===== src/rtl/alu_seq_nb.sv =====
// Sequential N-bit ALU: registered single-cycle ops plus shift-add multiply and
// restoring divide (one bit per clock), with Start/Busy/Done handshake and status flags.
module alu_seq_nb #(
  parameter int N = 4
) (
  input  logic         clk,
  input  logic         rst,
  input  logic         Start,
  input  logic [N-1:0] A,
  input  logic [N-1:0] B,
  input  logic         CB_in,
  input  logic [3:0]   Mode,
  output logic [N-1:0] Result,
  output logic [N-1:0] Result_hi,
  output logic         CB_out,
  output logic         Zero,
  output logic         Neg,
  output logic         Ovf,
  output logic         DivZero,
  output logic         Busy,
  output logic         Done
);

  localparam int CW = $clog2(N + 1);

  localparam logic [3:0] M_ADD = 4'd0;
  localparam logic [3:0] M_SUB = 4'd1;
  localparam logic [3:0] M_AND = 4'd2;
  localparam logic [3:0] M_OR  = 4'd3;
  localparam logic [3:0] M_XOR = 4'd4;
  localparam logic [3:0] M_NOT = 4'd5;
  localparam logic [3:0] M_INC = 4'd6;
  localparam logic [3:0] M_DEC = 4'd7;
  localparam logic [3:0] M_MUL = 4'd8;
  localparam logic [3:0] M_DIV = 4'd9;

  typedef enum logic {IDLE, CALC} state_t;

  state_t         state_q, state_d;
  logic [CW-1:0]  cnt_q;
  logic [N-1:0]   a_q, b_q;
  logic           cb_q;
  logic [3:0]     mode_q;
  logic [N-1:0]   work_hi, work_lo;
  logic           single_pend;

  logic           accept, start_multi, last_iter, finish_multi, write_out;

  logic [N:0]     mul_sum, div_shift, div_trial;
  logic           div_ok;
  logic [N-1:0]   nxt_hi, nxt_lo;

  logic [N:0]     add_sum, sub_diff, inc_sum, dec_diff;
  logic [N-1:0]   s_res;
  logic           s_cb, s_ovf;

  logic [N-1:0]   fin_res, fin_hi;
  logic           fin_cb, fin_zero, fin_ovf, fin_dz;

  always_ff @(posedge clk or posedge rst) begin
    if (rst) state_q <= IDLE;
    else     state_q <= state_d;
  end

  always_comb begin
    state_d = state_q;
    case (state_q)
      IDLE: if (start_multi) state_d = CALC;
      CALC: if (last_iter)   state_d = IDLE;
      default:               state_d = IDLE;
    endcase
  end

  always_comb begin
    Busy         = (state_q == CALC);
    accept       = (state_q == IDLE) && Start;
    start_multi  = accept && ((Mode == M_MUL) || (Mode == M_DIV));
    last_iter    = (cnt_q == CW'(N - 1));
    finish_multi = (state_q == CALC) && last_iter;
    write_out    = single_pend || finish_multi;
  end

  // One iteration: MUL shifts the partial product right, DIV shifts the remainder left.
  always_comb begin
    mul_sum   = {1'b0, work_hi} + (work_lo[0] ? {1'b0, a_q} : {(N+1){1'b0}});
    div_shift = {work_hi, work_lo[N-1]};
    div_trial = div_shift - {1'b0, b_q};
    div_ok    = ~div_trial[N];
    if (mode_q == M_MUL) begin
      nxt_hi = mul_sum[N:1];
      nxt_lo = {mul_sum[0], work_lo[N-1:1]};
    end else begin
      nxt_hi = div_ok ? div_trial[N-1:0] : div_shift[N-1:0];
      nxt_lo = {work_lo[N-2:0], div_ok};
    end
  end

  always_comb begin
    add_sum  = {1'b0, a_q} + {1'b0, b_q} + {{N{1'b0}}, cb_q};
    sub_diff = {1'b0, a_q} - {1'b0, b_q} - {{N{1'b0}}, cb_q};
    inc_sum  = {1'b0, a_q} + (N+1)'(1);
    dec_diff = {1'b0, a_q} - (N+1)'(1);
    s_res = '0;
    s_cb  = 1'b0;
    s_ovf = 1'b0;
    case (mode_q)
      M_ADD: begin
        s_res = add_sum[N-1:0];
        s_cb  = add_sum[N];
        s_ovf = (a_q[N-1] == b_q[N-1]) && (add_sum[N-1] != a_q[N-1]);
      end
      M_SUB: begin
        s_res = sub_diff[N-1:0];
        s_cb  = sub_diff[N];
        s_ovf = (a_q[N-1] != b_q[N-1]) && (sub_diff[N-1] != a_q[N-1]);
      end
      M_AND: s_res = a_q & b_q;
      M_OR:  s_res = a_q | b_q;
      M_XOR: s_res = a_q ^ b_q;
      M_NOT: s_res = ~a_q;
      M_INC: begin
        s_res = inc_sum[N-1:0];
        s_cb  = inc_sum[N];
      end
      M_DEC: begin
        s_res = dec_diff[N-1:0];
        s_cb  = dec_diff[N];
      end
      default: ;
    endcase
  end

  always_comb begin
    fin_res  = s_res;
    fin_hi   = '0;
    fin_cb   = s_cb;
    fin_ovf  = s_ovf;
    fin_zero = (s_res == '0);
    fin_dz   = 1'b0;
    if (finish_multi) begin
      fin_res = nxt_lo;
      fin_hi  = nxt_hi;
      fin_cb  = 1'b0;
      if (mode_q == M_MUL) begin
        fin_zero = (nxt_hi == '0) && (nxt_lo == '0);
        fin_ovf  = (nxt_hi != '0);
      end else begin
        fin_zero = (nxt_lo == '0);
        fin_ovf  = 1'b0;
        fin_dz   = (b_q == '0);
      end
    end
  end

  // Operands are captured only on an accepted Start; outputs change only with Done.
  always_ff @(posedge clk or posedge rst) begin
    if (rst) begin
      cnt_q       <= '0;
      a_q         <= '0;
      b_q         <= '0;
      cb_q        <= 1'b0;
      mode_q      <= '0;
      work_hi     <= '0;
      work_lo     <= '0;
      single_pend <= 1'b0;
      Result      <= '0;
      Result_hi   <= '0;
      CB_out      <= 1'b0;
      Zero        <= 1'b0;
      Neg         <= 1'b0;
      Ovf         <= 1'b0;
      DivZero     <= 1'b0;
      Done        <= 1'b0;
    end else begin
      single_pend <= accept && !start_multi;
      Done        <= write_out;
      if (accept) begin
        a_q     <= A;
        b_q     <= B;
        cb_q    <= CB_in;
        mode_q  <= Mode;
        cnt_q   <= '0;
        work_hi <= '0;
        work_lo <= (Mode == M_MUL) ? B : A;
      end else if (state_q == CALC) begin
        work_hi <= nxt_hi;
        work_lo <= nxt_lo;
        cnt_q   <= cnt_q + CW'(1);
      end
      if (write_out) begin
        Result    <= fin_res;
        Result_hi <= fin_hi;
        CB_out    <= fin_cb;
        Zero      <= fin_zero;
        Neg       <= fin_res[N-1];
        Ovf       <= fin_ovf;
        DivZero   <= fin_dz;
      end
    end
  end

endmodule


===== config.mk =====
export PLATFORM = sky130hd
export DESIGN_NAME = alu_seq_nb
export DESIGN_NICKNAME = d
export VERILOG_FILES = /design/src/rtl/alu_seq_nb.sv
export SDC_FILE = /design/constraint.sdc
export NUM_CORES = 1
export LEC_CHECK = 0
export CORE_MARGIN = 4
export CORE_UTILIZATION = 50
export DETAILED_ROUTE_END_ITERATION = 12
export GPL_ROUTABILITY_DRIVEN = 0
export PLACE_DENSITY = 0.8
export SKIP_LAST_GASP = 1
export SLEW_MARGIN = 0
export SYNTH_ARGS = -nofsm -noshare
export SYNTH_HDL_FRONTEND = slang
export SYNTH_SLANG_ARGS = --single-unit
export TNS_END_PERCENT = 5

===== constraint.sdc =====
create_clock -name clk -period 3.5 [get_ports clk]
set_clock_uncertainty 0.1 [all_clocks]
set_input_delay 0.525 -clock clk [delete_from_list [all_inputs] [get_ports clk]]
set_output_delay 0.525 -clock clk [all_outputs]
set_load 0.05 [all_outputs]

== Word-level counts from Yosys, hierarchy flattened ==
Index checks and enable logic that the tools add are counted.
Cells by class
  multiplexer cells: 26
  $add $sub $neg: 9
  reduce and logical (&&, ||, !) cells: 17
  bitwise operators: 6
  equal/unequal tests: 15
Operator list (count)
  4-bit two-way mux: 11
  4-bit case mux with 8 select lines: 1
  4-bit zero test: 5
  4-bit by 3-bit equality test with 1-bit output (second input constant): 4
  4-bit equality test (second input constant): 3
  4-bit by 4-bit adder with 5-bit output: 2
  1-bit two-way mux: 9
  4-bit by 2-bit equality test with 1-bit output (second input constant): 2
  1-bit logical AND: 7
  3-bit two-way mux: 2
  4-bit by 1-bit adder with 5-bit output (second input constant): 1
  5-bit by 1-bit adder with 5-bit output: 1
  4-bit by 1-bit subtractor with 5-bit output (second input constant): 1
  4-bit by 4-bit subtractor with 5-bit output: 1
  5-bit by 1-bit subtractor with 5-bit output: 1
  5-bit by 4-bit subtractor with 5-bit output: 1
  4-bit bitwise AND: 1
  4-bit by 1-bit equality test with 1-bit output (second input constant): 1
  4-bit inverter: 1
  4-bit bitwise OR: 1
  1-bit case mux with 2 select lines: 2
  1-bit case mux with 4 select lines: 1
  4-bit nonzero test: 1
  4-bit XOR: 1
  8 further kinds: 12
Storage, ports and cells
  register bits after elaboration: 40
  output and inout bits: 15

== Longest topological paths before layout ==
  depth after elaboration: 7
  depth in mapped cells: 10
  gate-level depth less buffers: 10

== Worst setup path before layout ==
OpenSTA, ideal clock, no wires.
  path type: register to register
  from: register a_q[0]
  to: register Zero
  stages on the path, launching flop included: 10
  slack: 1.042 ns
  library setup time: 0.067 ns
  period minus slack after synthesis: 2.458 ns
  arrival time: 2.291 ns
  data required time: 3.333 ns
  path buffers: 0
  path through: dfrtp_1 -> fa_1 -> inv_1 -> fa_1 -> mux2i_1 -> a211o_1 -> a222oi_1 -> nand3_1 -> nor2_1 -> a221o_1
On the way
  longest elaborated chain between the ends: 7
Ends and longest elaborated chain
  start: declaration: RTL line 41  | logic [N-1:0] a_q, b_q;
  start signal: assignment: RTL line 159  | a_q <= '0;
  start signal: assignment: RTL line 178  | a_q <= A;
  branches (longest 6 deep; another with 4-bit by 4-bit subtractor with 5-bit output)
  1-bit two-way mux *: RTL line 140  | if (finish_multi) begin
  end signal: assignment: RTL line 194  | Zero <= fin_zero;
  end: declaration: RTL line 16  | output logic Zero,
Every way passes the cells marked *.
A chain may end at the register's enable or synchronous reset.

== Worst setup path after layout ==
  from: register a_q[1]
  to: register Zero
On the way
  longest elaborated chain between the ends: 7
Ends and longest elaborated chain (RTL line)
  branches (longest 6 deep; another with 4-bit by 4-bit subtractor with 5-bit output)
  1-bit two-way mux *: 140
Marks and branches as above.

==> flow_summary.json <==
{
  "status": "finished, final reports clean",
  "viasPerCell": 6.07,
  "path_max_fanout": 11,
  "drt_first_iter_violations": 263,
  "postRouteAntennaNets": 0,
  "ys.warnings.count": 0,
  "root_buffer": "clkbuf_8",
  "grt_pass1_wl_um": 12500,
  "ff2ff_setup_slack_ns": 0.80,
  "rr_worst_depth": 8,
  "hp-start": "Result_hi[1]",
  "grt_antenna_before_repair": 0,
  "port_buffers": 30,
  "post-cts-setup-buffer-count": 0,
  "synth_ff_type": "dfrtp_1",
  "die_area_um2": 7260,
  "critPathKind": "flop to flop",
  "r2r_start": "a_q[1]",
  "wl_um": 7440,
  "period_needed_ns": 2.70,
  "dr.pass1.iters": 5,
  "slew_violations": 0,
  "syn_avg_cell_area_um2": 9.06,
  "hpwl_um": 5630,
  "hold_viol": 0,
  "vias": 2581,
  "grt_start_max_net_pins": 40,
  "max_slew.worst_pin.slew_ns": 0.693,
  "rsz0062_at_grt": "no",
  "fin_setup_tns_ns": 0,
  "syn_nets": 377,
  "ctsResizeCount": 0,
  "drcViolationCount": 0,
  "synth_edf_count": 0,
  "synth_area_leaders": "dfrtp_1 (33%), ha_1 (11%), nand2_1 (4.7%), o21ai_0 (4.4%), fa_1 (4.0%)",
  "clockBufferDepth": 2,
  "yosysSeqAreaShare_pct": 32.8,
  "grt_pass1_vias": 2519,
  "relSlewSlack_pct": 53.8,
  "max_freq_ghz": 0.370,
  "endpoint_kind": "flop",
  "cts_max_level": 2,
  "area_growth_syn_to_layout_pct": 12.9,
  "row_count": 27,
  "wire_per_inst_um": 17.5,
  "hold_slack_ns": 0.399,
  "max_cap_violations": 0,
  "min_to": "Result_hi[1]",
  "cp.arrival_ns": 2.85,
  "worstSetupStartpointType": "flop",
  "numCtsBuffers": 5,
  "track_usage_pct": 21.8,
  "setup_viol": 0,
  "synth-seq-cells": 39,
  "die_h_um": 85.2,
  "finalCritPeriodShare_pct": 77.3,
  "postCtsHoldBufs": 0,
  "grt-ovfl-total": 0,
  "final_common_cell": "dfrtp_1",
  "syn-cell-area_um2": 2980,
  "die_w_um": 85.2,
  "clock_sinks": 39,
  "clkTransAtPathRegs_ns": 0.08,
  "rr_endpoint": "Zero",
  "nNetsFinal": 400,
  "async_reset_ff_share_pct": 100,
  "hold_depth": 1,
  "synth_cells": 329,
  "drive_gt1_share_pct": 6.23,
  "start_util_pct": 52.8,
  "synthDistinctLibCells": 58,
  "n_antenna_cell": 0,
  "min-delay-path-class": "flop to flop",
  "core_area_um2": 5640,
  "clk_latency_ns": 0.30,
  "crit_required_ns": 3.64,
  "mostFrequentLayoutCells": "dfrtp_1 (39), nand2_1 (37), clkdlybuf4s50_1 (30), inv_1 (27)",
  "ioPinCount": 31,
  "yosys.area.top_type": "dfrtp_1",
  "cts_tree": "built",
  "post-synth-top-area-fraction_pct": 32.8
}
-- cells by family (layout without fill, tap and decap cells) --
group	Yosys count	after routing	synth area share, %
fa+ha+maj	32	32	15.0
simple gates	89	89	14.8
buf+inv	44	68	7.22
xor+xnor	17	17	5.00
compound gates	100	100	22.4
mux	8	8	2.81
flops	39	39	32.8
-- area by class of cell --
class                      instances  area, um2
sequential                        39        976
clock buffer                       6       72.6
inverter                          27        101
clock inverter                     2       12.5
multi-input combinational        246       1790
timing repair buffer              33        323
tap                               72       90.1
fill                             472       2280
-- layer usage --
layer	global-route usage [%]	vias up	part of all wire (%)
li1	-	1207	-
met1	30.0	1221	45
met2	33.2	128	44
met3	4.85	25	7.4
met4	9.06	0	3.2
met5	0	-	0
-- synthesized netlist by cell type, types with 6 or more instances --
library cell / n
inv_1: 27
nand2_1: 37
clkbuf_1: 6
o21ai_0: 26
ha_1: 26
xnor2_1: 7
a31oi_1: 6
fa_1: 6
nor2_1: 21
dfrtp_1: 39
a21o_1: 8
xor2_1: 10
a21oi_1: 18
-- registers in the layout, indices dropped and copies added, names as in the netlist --
register and count:
a_q 4, cnt_q 3, single_pend 1, Busy 1
b_q 4, Result_hi 4, Zero 1, Ovf 1
Result 4, Done 1, work_lo 4, cb_q 1
CB_out 1, work_hi 4, mode_q 4, DivZero 1
-- critical path, cell delays in order, from the launching register on --
cell,delay [ns]
dfrtp_1,0.60
inv_1,0.20
fa_1,0.58
mux2i_1,0.07
a211o_1,0.31
a222oi_1,0.40
nand3_1,0.12
nor2_1,0.12
a221o_1,0.14
-- through the flow --
stage	area (um2)	std cells	util, %	worst slack (ns)
finish	3360	425	59.6	0.795
global route	3360	425	59.6	0.610
CTS	3360	425	59.6	0.840
detailed placement	3280	417	58.1	0.877
global placement	3280	417	58.1	0.897
floorplan	2980	329	-	1.04
-- how the worst max path moves through the flow --
| stage | start | endpoint | slack (ns) |
|---|---|---|---|
| floorplan | a_q[0] | Zero | 1.04 |
| global placement | b_q[0] | Zero | 0.90 |
| detailed placement | a_q[1] | Zero | 0.88 |
| CTS | a_q[1] | Zero | 0.84 |
| global route | b_q[1] | work_hi[2] | 0.61 |
| finish | a_q[1] | Zero | 0.80 |
Power is left out: the tool's default activity adds up to more than one toggle a clock period on the data nets, which glitch-free logic cannot reach.
